$ cat config.mk
export PLATFORM = sky130hd
export DESIGN_NAME = mux_arb_rtl
export DESIGN_NICKNAME = d
export VERILOG_FILES = /design/src/rtl/mux_arb_pkg.sv /design/src/rtl/rr_arb_rtl.sv /design/src/rtl/mux_arb_rtl.sv
export SDC_FILE = /design/constraint.sdc
export NUM_CORES = 1
export LEC_CHECK = 0
export CAP_MARGIN = 20
export CORE_AREA = 2 2 89 91
export CTS_CLUSTER_DIAMETER = 50
export CTS_CLUSTER_SIZE = 30
export DETAILED_ROUTE_END_ITERATION = 6
export DIE_AREA = 0 0 91 93
export PLACE_DENSITY = 0.83
export SLEW_MARGIN = 10
export SYNTH_ARGS = -nofsm -noshare
export SYNTH_HDL_FRONTEND = slang
export SYNTH_HIERARCHICAL = 1
export SYNTH_SLANG_ARGS = --single-unit
$ cat constraint.sdc
create_clock -name clk -period 3.3 [get_ports clk]
set_clock_uncertainty 0.05 [all_clocks]
set_input_delay 0.33 -clock clk [delete_from_list [all_inputs] [get_ports clk]]
set_output_delay 0.33 -clock clk [all_outputs]
set_load 0.01 [all_outputs]
$ cat src/rtl/mux_arb_pkg.sv
// Shared constants and helpers for the round-robin arbitrating mux.
// Build option: MUX_ARB_SKID_EN selects the two-entry skid output buffer.
package mux_arb_pkg;

    localparam int MAX_CHANNELS = 16;
    localparam int SKID_DEPTH   = 2;

    function automatic int sel_nbits(input int n);
        return $clog2(n);
    endfunction

    typedef logic [1:0] occ_t;

endpackage

$ cat src/rtl/rr_arb_rtl.sv
// Round-robin arbiter: grant scans from ptr, ptr moves past an accepted grant.
// ptr only advances when en is high and a request is granted.
module rr_arb_rtl
    import mux_arb_pkg::*;
#(
    parameter int p_nreqs = 4,
    localparam int SW = sel_nbits(p_nreqs)
) (
    input  logic               clk,
    input  logic               reset,
    input  logic [p_nreqs-1:0] req,
    input  logic               en,
    output logic [p_nreqs-1:0] grant,
    output logic [SW-1:0]      grant_idx
);

    logic [SW-1:0] ptr;
    logic          found;
    logic [SW-1:0] idx;

    // first requester at or after ptr, wrapping
    always_comb begin
        grant     = '0;
        grant_idx = '0;
        found     = 1'b0;
        idx       = '0;
        for (int k = 0; k < p_nreqs; k++) begin
            idx = SW'((int'(ptr) + k) % p_nreqs);
            if (!found && req[idx]) begin
                found      = 1'b1;
                grant[idx] = 1'b1;
                grant_idx  = idx;
            end
        end
    end

    // pointer moves to the channel after the accepted one
    always_ff @(posedge clk) begin
        if (!reset) begin
            ptr <= '0;
        end else if (en && found) begin
            if (grant_idx == SW'(p_nreqs - 1))
                ptr <= '0;
            else
                ptr <= grant_idx + 1'b1;
        end
    end

endmodule

$ cat src/rtl/mux_arb_rtl.sv
// N-channel arbitrating mux with registered, source-tagged output.
// Build option: MUX_ARB_SKID_EN (two-entry skid buffer, no out_rdy->in_rdy path).
module mux_arb_rtl
    import mux_arb_pkg::*;
#(
    parameter int p_nchannels = 4,
    parameter int p_nbits     = 32,
    localparam int SW = sel_nbits(p_nchannels)
) (
    input  logic                           clk,
    input  logic                           reset,
    input  logic [p_nchannels-1:0]         in_val,
    input  logic [p_nchannels*p_nbits-1:0] in_msg,
    output logic [p_nchannels-1:0]         in_rdy,
    output logic                           out_val,
    output logic [p_nbits-1:0]             out_msg,
    output logic [SW-1:0]                  out_sel,
    input  logic                           out_rdy
);

    typedef struct packed {
        logic [p_nbits-1:0] msg;
        logic [SW-1:0]      sel;
    } ent_t;

    logic [p_nchannels-1:0] grant;
    logic [SW-1:0]          grant_idx;
    logic                   can_accept;
    logic                   enq;
    logic                   deq;
    logic [p_nbits-1:0]     ch_msg [p_nchannels];
    ent_t                   new_ent;
    ent_t                   head;

    for (genvar i = 0; i < p_nchannels; i++) begin : g_split
        assign ch_msg[i] = in_msg[i*p_nbits +: p_nbits];
    end

    rr_arb_rtl #(
        .p_nreqs (p_nchannels)
    ) u_arb (
        .clk       (clk),
        .reset     (reset),
        .req       (in_val),
        .en        (can_accept),
        .grant     (grant),
        .grant_idx (grant_idx)
    );

    assign in_rdy  = grant & {p_nchannels{can_accept & reset}};
    assign enq     = |in_rdy;
    assign deq     = out_val & out_rdy;
    assign new_ent = '{msg: ch_msg[grant_idx], sel: grant_idx};
    assign out_msg = head.msg;
    assign out_sel = head.sel;

`ifdef MUX_ARB_SKID_EN
    occ_t occ;
    ent_t skid;

    assign can_accept = (occ != occ_t'(SKID_DEPTH));
    assign out_val    = (occ != 2'd0);

    // head feeds the output; skid catches one message during a stall
    always_ff @(posedge clk) begin
        if (!reset) begin
            occ  <= '0;
            head <= '0;
            skid <= '0;
        end else begin
            if (enq && (occ == 2'd0 || (occ == 2'd1 && deq)))
                head <= new_ent;
            if (enq && occ == 2'd1 && !deq)
                skid <= new_ent;
            if (deq && occ == 2'd2)
                head <= skid;
            occ <= occ + {1'b0, enq} - {1'b0, deq};
        end
    end
`else
    logic full;

    assign can_accept = !full | out_rdy;
    assign out_val    = full;

    // single output register, refilled in the same cycle it drains
    always_ff @(posedge clk) begin
        if (!reset) begin
            full <= 1'b0;
            head <= '0;
        end else if (enq) begin
            full <= 1'b1;
            head <= new_ent;
        end else if (out_rdy) begin
            full <= 1'b0;
        end
    end
`endif

endmodule

# ---- Word-level counts from Yosys, hierarchy flattened
# Cells that the tools add are included.
dict set report word_totals {
  word_cells 73
  out_inout_bits 39
  regBits 37
  inputBits 135
}
dict set report classes {
  n_eq_ne 1
  addsub 4
  n_reduce_logical 14
  bitwise 7
  muxes 34
  n_lt_le_gt_ge 9
}
# op count
set ops {}
lappend ops {{$bmux W32 S2} 1}
lappend ops {{$mux W32} 2}
lappend ops {{$mux W4} 4}
lappend ops {{$mux W1} 14}
lappend ops {{$lt A2 B3 Y1 const B} 4}
lappend ops {{$or A4 B4 Y4} 3}
lappend ops {{$mux W2} 5}
lappend ops {{$bmux W1 S2} 4}
lappend ops {{$demux W1 S2} 4}
lappend ops {{$ge A2 B1 Y1 const B} 4}
lappend ops {{$logic_and A1 B1 Y1} 8}
lappend ops {{$add A2 B1 Y2 const B} 2}
lappend ops {{$add A2 B2 Y2 const B} 2}
lappend ops {{$and A4 B4 Y4} 1}
lappend ops {{$logic_not A1 Y1} 4}
lappend ops {{$reduce_or A4 Y1} 1}
lappend ops {{$ge A3 B3 Y1 const B} 1}
lappend ops {{$not A2 Y3} 1}
lappend ops {{$eq A2 B2 Y1 const B} 1}
lappend ops {{$reduce_bool A2 Y1} 1}
lappend ops {{$and A1 B1 Y1} 1}
lappend ops {{$or A1 B1 Y1} 1}

# ---- Logic depth before layout (Yosys ltp)
dict set report depth {
  word_depth 16
  ltp_mapped 13
  depth_no_buf 10
}

# ---- Modules after synthesis
# The synthesis kept the hierarchy.
# mod seq_area_each_um2 area_each_um2 cells_each n_inst
set modules_own_cells {}
lappend modules_own_cells {mux_arb_rtl 700.7 2165.8 207 1}
lappend modules_own_cells {rr_arb_rtl 40.0 546.8 60 1}

# ---- Least setup slack after synthesis
# Ideal clock, no wire load.
dict set report synth_timing {
  path_kind {register to register}
  startpoint {register with a tool-made name}
  endpoint {register head, in the netlist out_msg[0]}
  slack_ns 0.283
  path_buffers 3
  arrival_time_ns 2.840
  path_stages_with_launch 14
  required_ns 3.122
  period_less_slack_ns 3.017
  setup_ns 0.128
  path_cell_list {dfxtp_1 -> buf_4 -> inv_2 -> ha_1 -> mux4_2 -> nor2b_4 -> or3_1 -> o31ai_1 -> inv_1 -> buf_6 -> buf_4 -> mux4_2 -> nand4_1 -> o21ai_1}
}
# element line
set synth_lines {}
lappend synth_lines {{to (signal assigned)} mux_arb_rtl.sv:93} ;# head <= new_ent;
lappend synth_lines {{to (decl)} mux_arb_rtl.sv:33} ;# ent_t head;

==> key figures <==
Status
  – Outcome: complete, no violations

Synth
  – Post-Synthesis Cell Area: 2713 um2
  – Share of the synthesized area in the top cell type: 28.23%
  – Asr flop ratio synth: 0%
  – Synth top area cells: mux4_2 28%, dfxtp_1 27%, nand4_1 7.8%
  – Synth Warn #: 6
  – Syn_nets: 407
  – Synth cell count leaders: 37 x dfxtp_1, 36 x nand2_1, 34 x mux4_2, 34 x nand4_1, 31 x o21ai_1
  – Mean Syn Cell Area: 10.16 um2
  – Post-Syn Instances: 267
  – Count leader, synth: dfxtp_1
  – EDFF count, synth: 0
  – Post-synth top area cell: mux4_2
  – Seq/Total Area, Yosys: 27.31%
  – Synth Register Bits: 37
  – Ys flop type: dfxtp_1
  – Synth unique cells: 40

Finish
  – Fill cells: 646
  – Core Util, Final: 62.72%
  – Ant diodes: 0
  – Area Overhead vs Synth: 74.03%
  – Ratio of cells with drive above 1 in the final layout: 18.55%
  – Final Net Count: 582

Placement
  – DP Wirelength: 7180 um
  – # port buffers: 173
  – Routability cong.: 0.7710
  – Placement Setup Slack: -0.01041 ns

Drt
  – Wirelength per Cell: 16.90 um
  – ANT nets after route: 0
  – Post-route DRC: 0
  – Routed WL: 9195 um
  – Via/cell ratio: 5.410
  – Routed via count: 2,943
  – Drt initial violations: 107
  – Drt pass-1 iters: 5

Floorplanning
  – Die ar.: 8463 um2
  – IO Count: 174
  – Core footprint: 7527 um2
  – Row count: 32
  – Die Ht: 93 um
  – Initial Utilization: 36.04%
  – Die width: 91 um

Clock tree
  – Clock Sinks: 37
  – Clock transition at path regs: 0.07 ns
  – CTS tree: built
  – Clk Latency, worst-skew pair: 0.28 ns
  – Deepest clock path buffer count: 2
  – Post-cts hold buffer count: 0
  – CTS H-tree lvls: 2
  – Cts bufs inserted: 5
  – Clock root cell: clkbuf_8

Global route
  – Gr busiest metal: met2
  – Global-route congestion overflow total: 0
  – Vias in the first global route: 3,021
  – First-pass GRT wire length: 14,390 um
  – Tot GR Track Use: 21.08%
  – Largest net degree at the start of global routing: 75
  – Met2 Usage GRT: 39.69%
  – M3 GR Usage: 7.091%
  – Initial antenna violation count: 0
  – Met1 Usage GRT: 21.81%

STA
  – Rel. slew slack: 54.34%
  – Fin. max-slew vios: 0
  – Worst slew pin tran: 0.6850 ns
  – Achievable Freq: 326.0 MHz
  – Tmin final: 3.067 ns
  – Fin. Hold Viols: 0
  – Final worst slack: 0.2326 ns
  – Crit share post-route: 92.95%
  – Final setup fails: 0
  – Setup_tns: 0 ns
  – RSZ-0062 raised after global routing: false

Critical path
  – FF-to-FF setup slack: 0.23 ns
  – Required time of the critical path: 3.42 ns
  – CP max FO: 34
  – CP Class: flop to flop
  – Data arrival time of the worst path: 3.18 ns
  – Startpoint Class: flop
  – CP Capture Type: flop

Power and ir drop
  – Maximum vdd ir drop: 0.0005200 V
  – Power per Cell Area: 782.2 nW/um2
  – Leak: 1.766 nW

Run
  – Max Cap Violations: 0

Min path
  – Hold Crit Class: primary input to flop
==> timing repair <==
action | 4_1_cts | 5_1_grt
gates resized for setup | 6 | 8
setup endpoints to repair | 4 | 25
setup buffers | 2 | 2
pin swaps | 3 | 1
==> per-stage QoR <==
stage	hold WS, ns	cells	cell area (um2)	total power [mW]
global route	0.3983	544	4721	3.945
detailed placement	0.3914	533	4564	3.321
floorplan	0.4017	267	2713	2.479
CTS	0.3652	542	4676	3.678
finish	0.3681	544	4721	3.692
global placement	0.3848	532	4549	3.221
==> state kept, by name, summed over array words and instances, names as in the netlist, named ones only <==
| signal | cells |
|---|---|
| out_val | 1 |
| u_arb/ptr | 1 |
| out_sel | 2 |
| out_msg | 32 |
==> critical path, cell delays in order (launching register included) <==
cell and delay (ns):
dfxtp_1 0.35, inv_2 0.09, ha_4 0.28, nor2b_2 0.16
a22oi_1 0.28, o41ai_4 0.11, buf_4 0.17, a22oi_1 0.19
o21ai_1 0.11, buf_4 0.15, or4_1 0.47, buf_4 0.27
nand4_1 0.18, o21ai_1 0.08
==> routing by layer <==
metal | routed length, um | share of wire, %
met1 | 3311 | 36
met2 | 4736 | 52
met3 | 963 | 10
met4 | 184 | 2.0
met5 | 0 | 0
==> report_power, final <==
| part | internal [mW] | switching, mW | leakage [nW] |
|---|---|---|---|
| clock | 0.165 | 0.147 | 0.0433 |
| sequential | 0.615 | 0.0742 | 0.306 |
| combinational | 1.43 | 1.26 | 1.42 |
| total | 2.22 | 1.48 | 1.77 |
==> placed cells by master, fill, tap and decap left out, drive strengths merged, types with 4 or more instances in the layout <==
cell type	count
ha	5
clkbuf	6
dlymetal6s2s	4
o21ai	37
buf	27
inv	5
and3	4
a22oi	11
nand4	34
nand2	36
clkdlybuf4s50	168
mux4	35
dfxtp	37
==> layout make-up <==
| class | instances | area, um2 | area share (%) |
|---|---|---|---|
| Clock buffer | 6 | 82.58 | 1.749 |
| Clock inverter | 1 | 7.507 | 0.1590 |
| Inverter | 5 | 18.77 | 0.3976 |
| Multi-Input combinational cell | 194 | 1792 | 37.95 |
| Sequential cell | 37 | 740.7 | 15.69 |
| Tap cell | 102 | 127.6 | 2.703 |
| Timing Repair Buffer | 199 | 1952 | 41.35 |
==> kinds of logic (layout without fill, tap and decap cells) <==
kind of cell    count (synthesis)  after routing  share of synthesized area [%]
mux                            36             36                          29.61
flops                          37             37                          27.31
simple gates                   91             91                          18.31
compound gates                 61             61                          14.30
buf+inv                        36            211                          7.841
xor+xnor                        1              1                         0.3229
fa+ha+maj                       5              5                          2.306
==> worst paths after layout <==
| check | start | to | cells past startpoint |
|---|---|---|---|
| hold reg to reg | out_msg[24] | out_msg[24] | 2 |
| setup reg to reg | flop | out_msg[13] | 13 |
| setup / recovery | flop | out_msg[13] | 13 |
| hold / removal | reset | out_sel[0] | 3 |
Power figures use the tool's default switching activity.
